**config.mk**
```make
export PLATFORM = sky130hd
export DESIGN_NAME = oam_dma_ctrl
export DESIGN_NICKNAME = d
export VERILOG_FILES = /design/src/rtl/oam_dma_ctrl.sv
export SDC_FILE = /design/constraint.sdc
export NUM_CORES = 1
export LEC_CHECK = 0
export CORE_ASPECT_RATIO = 1.1
export CORE_MARGIN = 1.5
export CORE_UTILIZATION = 25
export DETAILED_ROUTE_END_ITERATION = 7
export SLEW_MARGIN = 10
export SYNTH_ARGS = -nofsm -noshare
export SYNTH_HDL_FRONTEND = slang
export SYNTH_SLANG_ARGS = --single-unit
```
**constraint.sdc**
```tcl
create_clock -name clk -period 2.3 [get_ports clk]
set_clock_uncertainty 0.2 [all_clocks]
set_input_delay 0.69 -clock clk [delete_from_list [all_inputs] [get_ports clk]]
set_output_delay 0.69 -clock clk [all_outputs]
set_load 0.01 [all_outputs]
```
**src/rtl/oam_dma_ctrl.sv**
```systemverilog
// Sprite (OAM) DMA controller: a CPU write to DMA_REG_ADDR halts the CPU and copies
// XFER_LEN bytes from page {page,idx} to OAM_DATA_ADDR. Define OAM_DMA_ALIGN_EN for odd-cycle alignment.
module oam_dma_ctrl #(
   parameter logic [15:0] DMA_REG_ADDR  = 16'h4014,
   parameter logic [15:0] OAM_DATA_ADDR = 16'h2004,
   parameter int unsigned XFER_LEN      = 256
) (
   input  logic        clk,
   input  logic        reset,
   input  logic [15:0] cpu_addr,
   input  logic [7:0]  cpu_dout,
   input  logic        cpu_we,
   output logic        cpu_rdy,
   output logic [15:0] mem_addr,
   output logic [7:0]  mem_din,
   output logic        mem_we,
   input  logic [7:0]  mem_dout,
   output logic        dma_busy,
   output logic        dma_done
);

   localparam logic [7:0] LastIdx = 8'(XFER_LEN - 1);

   typedef enum logic [2:0] {
      StIdle,
      StHalt,
      StAlign,
      StRead,
      StWrite,
      StDone
   } state_e;

   state_e     state_q, state_d;
   logic [7:0] page_q, page_d;
   logic [7:0] idx_q, idx_d;
   logic       align_req;

`ifdef OAM_DMA_ALIGN_EN
   // Free-running cycle parity; an odd HALT cycle needs one extra dummy cycle.
   logic parity_q;

   always_ff @(posedge clk) begin
      if (reset) begin
         parity_q <= 1'b0;
      end else begin
         parity_q <= ~parity_q;
      end
   end

   assign align_req = parity_q;
`else
   assign align_req = 1'b0;
`endif

   always_ff @(posedge clk) begin
      if (reset) begin
         state_q <= StIdle;
         page_q  <= 8'h00;
         idx_q   <= 8'h00;
      end else begin
         state_q <= state_d;
         page_q  <= page_d;
         idx_q   <= idx_d;
      end
   end

   always_comb begin
      state_d  = state_q;
      page_d   = page_q;
      idx_d    = idx_q;
      mem_addr = cpu_addr;
      mem_din  = cpu_dout;
      mem_we   = cpu_we;
      cpu_rdy  = 1'b1;
      dma_busy = 1'b1;
      dma_done = 1'b0;

      unique case (state_q)
         StIdle: begin
            dma_busy = 1'b0;
            // The trigger write itself still reaches memory through the passthrough.
            if (cpu_we && (cpu_addr == DMA_REG_ADDR)) begin
               page_d  = cpu_dout;
               idx_d   = 8'h00;
               state_d = StHalt;
            end
         end
         StHalt: begin
            cpu_rdy  = 1'b0;
            mem_addr = {page_q, 8'h00};
            mem_din  = 8'h00;
            mem_we   = 1'b0;
            state_d  = align_req ? StAlign : StRead;
         end
         StAlign: begin
            cpu_rdy  = 1'b0;
            mem_addr = {page_q, 8'h00};
            mem_din  = 8'h00;
            mem_we   = 1'b0;
            state_d  = StRead;
         end
         StRead: begin
            cpu_rdy  = 1'b0;
            mem_addr = {page_q, idx_q};
            mem_din  = 8'h00;
            mem_we   = 1'b0;
            state_d  = StWrite;
         end
         StWrite: begin
            // mem_dout holds the byte addressed during the preceding READ cycle.
            cpu_rdy  = 1'b0;
            mem_addr = OAM_DATA_ADDR;
            mem_din  = mem_dout;
            mem_we   = 1'b1;
            idx_d    = idx_q + 8'd1;
            state_d  = (idx_q == LastIdx) ? StDone : StRead;
         end
         StDone: begin
            dma_done = 1'b1;
            state_d  = StIdle;
         end
         default: begin
            state_d = StIdle;
         end
      endcase
   end

endmodule

```
==> results of run 1 <==
[power by group through the flow]
stage,Clock [uW],Sequential [uW],Combinational [uW]
finish,234,360,1020
global route,253,361,1080
CTS,234,358,828
detailed placement,0,358,902
global placement,0,359,898
floorplan,0,359,380
[worst max-delay path by stage]
| stage | slack, ns | startpoint | endpoint |
|---|---|---|---|
| floorplan | 0.02 | cpu_addr[15] | page_q[2]$_SDFFE_PP0P_ |
| global placement | -0.60 | cpu_dout[6] | mem_din[6] |
| detailed placement | -0.61 | cpu_dout[6] | mem_din[6] |
| CTS | -0.20 | state_q[0]$_SDFFE_PP0P_ | mem_din[5] |
| global route | -0.18 | state_q[1]$_SDFFE_PP0P_ | mem_din[4] |
| finish | -0.12 | state_q[1]$_SDFFE_PP0P_ | mem_addr[11] |
[Yosys cell counts, types with 6 or more instances]
cell type  number
mux2i_1        15
nor2_1         16
nand3_1         7
a22o_1          7
dfxtp_1        19
o21ai_0        10
a21oi_1         8
o22ai_1         7
mux2_2          7
nand2_1        32
clkbuf_1        6
[cell type report]
class | instances | area [sq um] | share of cell area
Clock buffer | 4 | 45.0 | 0.0178
Sequential cell | 19 | 392 | 0.155
Tap cell | 75 | 93.8 | 0.0371
Inverter | 1 | 3.75 | 0.00148
Multi-Input combinational cell | 141 | 1020 | 0.404
Timing Repair Buffer | 118 | 975 | 0.385
[what timing repair did]
item | CTS | global route
gates resized for setup | 163 | 40
pin swaps | 8 | 18
gates cloned | 1 | 2
endpoints found under the setup margin | 45 | 41
buffers inserted | 2 | 10
[routing by layer]
metal	track usage	routed length, microns	vias up
li1	-	-	848
met3	0.0201	259	2
met1	0.191	2070	756
met2	0.250	2220	53
met5	0	0	-
met4	0.0407	33	0
[tightest hold or removal path, stage by stage, from the launching register on]
cell	delay, ns
dfxtp_1	0.33
mux2i_1	0.07
nor2_1	0.07
[per-stage QoR]
step,area (sq um),TNS [ns],cells,utilization,hold slack (ns)
final,2530,-1.34,358,0.476,0.294
after CTS,2360,-2.07,347,0.443,0.302
after global placement,2380,-21.30,340,0.446,0.270
after floorplan,1360,0,172,-,0.255
after global routing,2530,-2.85,358,0.476,0.336
after detailed placement,2380,-21.42,340,0.446,0.284
[cells by family (layout without fill, tap and decap cells)]
kind of cell	after synthesis	after routing
adders and majority gates	2	2
xor gates and xnor gates	2	2
DFF	19	19
muxes	22	22
and+or+nand+nor	75	75
buffers and inverters	12	123
AOI/OAI and AO/OA	40	40
[flip-flops by register name, summed over array words and instances, names as in the netlist]
signal / flops
page_q: 8
state_q: 3
idx_q: 8
==> results.py, run 1 <==
metrics = {
    "synth": {
        "ys_seq_elements": 19,
        "yosysSeqAreaShare": 0.279,
        "synth_fa_ha_area_frac": 0.0165,
        "syn_avg_cell_area_sq_um": 7.91,
        "synth-simple-area-share": 0.292,
        "synth_compound_area_frac": 0.190,
        "synth_ff_type": "dfxtp_1",
        "synth_top_family_by_area": "simple AND/OR/NAND/NOR gates",
        "synthCells": 172,
        "synth_xor_area_frac": 0.0129,
        "synth_edf_count": 0,
        "syn-num-nets": 208,
        "yosys-top-cells-area": "dfxtp_1 (28%), mux2i_1 (11%), nand2_1 (8.8%)",
        "ys.warnings.count": 0,
        "syn_area_sq_um": 1360,
        "yosysTopAreaCell": "dfxtp_1",
        "synth_mux_area_frac": 0.168,
        "ys_types": 42,
        "netlist.area_leader.share": 0.279,
        "async_flop_share": 0,
    },
    "critical_path": {
        "cp_cell_sequence": "nor2_4, buf_4, clkbuf_16, mux2i_1, o22ai_1, buf_2",
        "cp.depth": 6,
        "rrSetupSlack_ns": 0.19,
        "start_kind": "flop",
        "critPathSlowestCell": "dfxtp_4",
        "worstSetupEndpointType": "output port",
        "slowest_delay_ns": 0.38,
        "critPathMaxFanout": 6,
        "crit_type": "flop to output port",
        "cp.arrival_ns": 1.53,
        "cp_top_family": "buffers and inverters",
        "timing.rr.end": "idx_q[6]$_SDFFE_PP0P_",
        "worstPathRequired_ns": 1.41,
        "reg2reg_depth": 7,
        "r2r-start": "state_q[1]$_SDFFE_PP0P_",
        "path_buf_inv": 3,
    },
    "die": {
        "ios": 63,
        "die-area_sq_um": 5900,
        "num_rows": 28,
        "die_w_microns": 73.4,
        "start_util": 0.256,
        "die-height_microns": 80.4,
        "core_sq_um": 5330,
    },
    "run": {
        "maxCapViolCount": 0,
    },
    "global_routing": {
        "grt_pass1_wl_microns": 6910,
        "grt_overflow": 0,
        "grt_max_degree": 24,
        "antenna_found_initial": 0,
        "grt_usage": 0.147,
        "grt_pass1_vias": 1505,
    },
    "pwr": {
        "combPwrFrac": 0.631,
        "ir_drop_v": 0.000249,
        "internal_power_uw": 1050,
        "leakage_uw": 0.00127,
        "powerDensity_nw_per_um2": 636,
        "p_sw_uw": 556,
        "p_clk_frac": 0.146,
        "finalPower_uw": 1610,
        "seq_power_share": 0.224,
        "swShare": 0.345,
    },
    "clock_tree": {
        "cts_tree": "yes",
        "clk_latency_ns": 0.25,
        "h-tree-depth": 1,
        "cts_root_buffer": "clkbuf_8",
        "cts.clk_slew.worst_paths_ns": 0.07,
        "clk_path_buf_depth": 2,
        "cts_sinks": 19,
        "cts_buffers": 3,
        "hold_buffers": 0,
    },
    "sta": {
        "layout_setup_ws_ns": -0.116,
        "hold_viol": 0,
        "fin_crit_sh": 1.05,
        "rsz0062_at_grt": "true",
        "clock.fmax_mhz": 414,
        "worstMarginPinSlew_ns": 0.448,
        "slew_headroom": 0.701,
        "finalMaxSlewViolations": 0,
        "final.min_clock_period_ns": 2.42,
        "setup-violations-final": 18,
    },
    "min_path": {
        "hold_depth": 2,
        "min_from": "page_q[5]$_SDFFE_PP0P_",
        "min_path_type": "flop to flop",
        "whs_endpoint": "page_q[5]$_SDFFE_PP0P_",
    },
    "cells_and_area": {
        "fill_cells": 553,
        "final_common_cell": "buf_4",
        "syn_to_final_growth_pct": 86.0,
        "mostFrequentLayoutCells": "buf_4 (44), buf_2 (29), nand2_1 (24), dlygate4sd2_1 (24), dfxtp_1 (16)",
        "drive_above_1_share": 0.431,
        "layout.nets": 320,
        "antenna_cells": 0,
    },
    "place": {
        "pre_cts_slack_ns": -0.610,
        "place_congestion": 0.807,
        "hpwl_microns": 3200,
        "port_buffers": 62,
    },
    "route": {
        "viasPerCell": 4.63,
        "drt-pass1-iter-count": 4,
        "routed_wirelength_microns": 4590,
        "num_vias": 1659,
        "drt_iter0_markers": 128,
        "antenna_left": 0,
        "drc": 0,
        "wire_per_inst_microns": 12.8,
    },
    "outcome": {
        "violations": "negative setup slack",
        "outcome": "finished, violations left",
    },
}
(Power assumes the default switching activity.)
==> inputs of run 2 (changes only) <==
Settings changed: GPL_TIMING_DRIVEN from default to 0.
==> run 2 against run 1 <==
The flow still finishes with violations (negative setup slack). Routed wire length increased by 0.76%. Die area is the same. Critical path depth up 1. Via count shrank 5.8%. Clock power is 3% higher. Maximum frequency shrank 2.5%. Sequential share of layout area grew 1.4 points. Clock-buffer cell count is 1 lower. Critical endpoint is now mem_din[6]. Non-clock buffer count decreased by 34. Largest cell class unchanged. Worst hold slack better by 0.0043 ns. Largest power group unchanged. Cell count fell by 9.2%. Sequential power hardly changed.
==> results.py, run 2 (synthesis results as in run 1) <==
metrics = {
    "pwr": {
        "finalPower_uw": 1470,
        "ir_drop_v": 0.000295,
        "leakage_uw": 0.00107,
        "powerDensity_nw_per_um2": 634,
    },
    "die": {
        "die_w_microns": 73.4,
        "start_util": 0.256,
        "core_sq_um": 5330,
        "num_rows": 28,
        "die-area_sq_um": 5900,
        "die-height_microns": 80.4,
        "ios": 63,
    },
    "cells_and_area": {
        "reg.largest.list": "idx_q x8, page_q x8, state_q x3",
        "design_area_sq_um": 2310,
        "mostFrequentLayoutCells": "dlygate4sd2_1 (36), nand2_1 (29), buf_2 (16), dfxtp_1 (16)",
        "layout.nets": 287,
        "final_common_cell": "dlygate4sd2_1",
        "drive_above_1_share": 0.304,
        "syn_to_final_growth_pct": 69.9,
        "fin_util": 0.434,
        "antenna_cells": 0,
    },
    "global_routing": {
        "grt_overflow": 0,
        "antenna_found_initial": 0,
        "grt_usage": 0.163,
        "grt_max_degree": 12,
        "grt_pass1_wl_microns": 7460,
        "grt_pass1_vias": 1563,
    },
    "clock_tree": {
        "cts_root_buffer": "clkbuf_8",
        "cts_buffers": 3,
        "hold_buffers": 0,
        "cts.clk_slew.worst_paths_ns": 0.07,
        "clk_latency_ns": 0.26,
        "cts_tree": "yes",
        "cts_sinks": 19,
        "clk_path_buf_depth": 2,
        "h-tree-depth": 1,
    },
    "sta": {
        "worstMarginPinSlew_ns": 0.479,
        "clock.fmax_mhz": 403,
        "final.min_clock_period_ns": 2.48,
        "layout_setup_ws_ns": -0.179,
        "rsz0062_at_grt": "true",
        "slew_headroom": 0.680,
        "setup-violations-final": 22,
        "fin_crit_sh": 1.08,
        "finalMaxSlewViolations": 0,
        "hold_viol": 0,
        "whs_ns": 0.298,
    },
    "critical_path": {
        "worstPathRequired_ns": 1.41,
        "crit_type": "flop to output port",
        "critPathMaxFanout": 6,
        "cp.arrival_ns": 1.59,
        "worstSetupEndpointType": "output port",
        "start_kind": "flop",
        "r2r-start": "state_q[0]$_SDFFE_PP0P_",
        "timing.rr.end": "idx_q[6]$_SDFFE_PP0P_",
        "rrSetupSlack_ns": 0.26,
        "reg2reg_depth": 8,
    },
    "route": {
        "antenna_left": 0,
        "routed_wirelength_microns": 4620,
        "num_vias": 1563,
        "drc": 0,
        "wire_per_inst_microns": 14.2,
        "viasPerCell": 4.81,
        "drt_iter0_markers": 95,
        "drt-pass1-iter-count": 4,
    },
    "place": {
        "hpwl_microns": 3250,
        "placed_area_sq_um": 2070,
        "place_congestion": 0.864,
        "port_buffers": 61,
    },
    "outcome": {
        "outcome": "finished, violations left",
        "violations": "negative setup slack",
    },
    "min_path": {
        "hold_depth": 2,
        "whs_endpoint": "page_q[5]$_SDFFE_PP0P_",
        "min_path_type": "flop to flop",
        "min_from": "page_q[5]$_SDFFE_PP0P_",
    },
    "run": {
        "maxCapViolCount": 0,
    },
}
## run 2: critical path: stages (launching register included)
cell and delay [ns]:
dfxtp_4 0.38, nor2_4 0.14, buf_6 0.13, buf_12 0.12, mux2_4 0.30, nand2_2 0.06
o21ai_1 0.05, buf_2 0.13
## run 2: routing by layer
layer,GRT usage,up-vias,part of all wire
met1,0.210,719,0.44
met5,0,-,0
li1,-,789,-
met2,0.257,49,0.48
met3,0.0376,6,0.063
met4,0.0685,0,0.014
## run 2: area by class of cell
type	count	area (sq um)
fillers	564	3010
well taps	75	93.8
clock inverters	1	5.00
plain buffers	11	119
clock buffers	3	41.3
repair buffers	73	644
multi-input cells	142	1020
flip-flops and latches	19	389
inverters	1	3.75
## run 2: where the power goes
| group | switching [uW] | internal (uW) |
|---|---|---|
| registers | 22.0 | 340 |
| logic | 390 | 475 |
| clock network | 120 | 121 |
## run 2: how the worst max path moves through the flow
stage / to / start / cells past startpoint / slack, ns
after floorplan: page_q[2]$_SDFFE_PP0P_ / cpu_addr[15] / 6 / 0.02
after global placement: mem_addr[13] / state_q[0]$_SDFFE_PP0P_ / 6 / -0.70
after detailed placement: mem_addr[13] / state_q[0]$_SDFFE_PP0P_ / 6 / -0.72
after CTS: mem_din[5] / state_q[1]$_SDFFE_PP0P_ / 7 / -0.18
after global routing: mem_din[6] / state_q[0]$_SDFFE_PP0P_ / 7 / -0.27
final: mem_din[6] / state_q[0]$_SDFFE_PP0P_ / 7 / -0.18
## run 2: timing repair
action	in CTS	in global routing
setup buffers	10	1
gates resized for setup	176	11
endpoints found under the setup margin	44	42
pin swaps	9	7
gates cloned	2	0
hold endpoints to repair	0	0
## run 2: through the flow
step                      TNS (ns)  instances  worst slack, ns
after CTS                    -3.23        324           -0.178
final                        -2.61        325           -0.179
after global placement      -24.72        308           -0.700
after floorplan                  0        172           0.0178
after global routing         -4.96        325           -0.266
after detailed placement    -25.22        308           -0.716
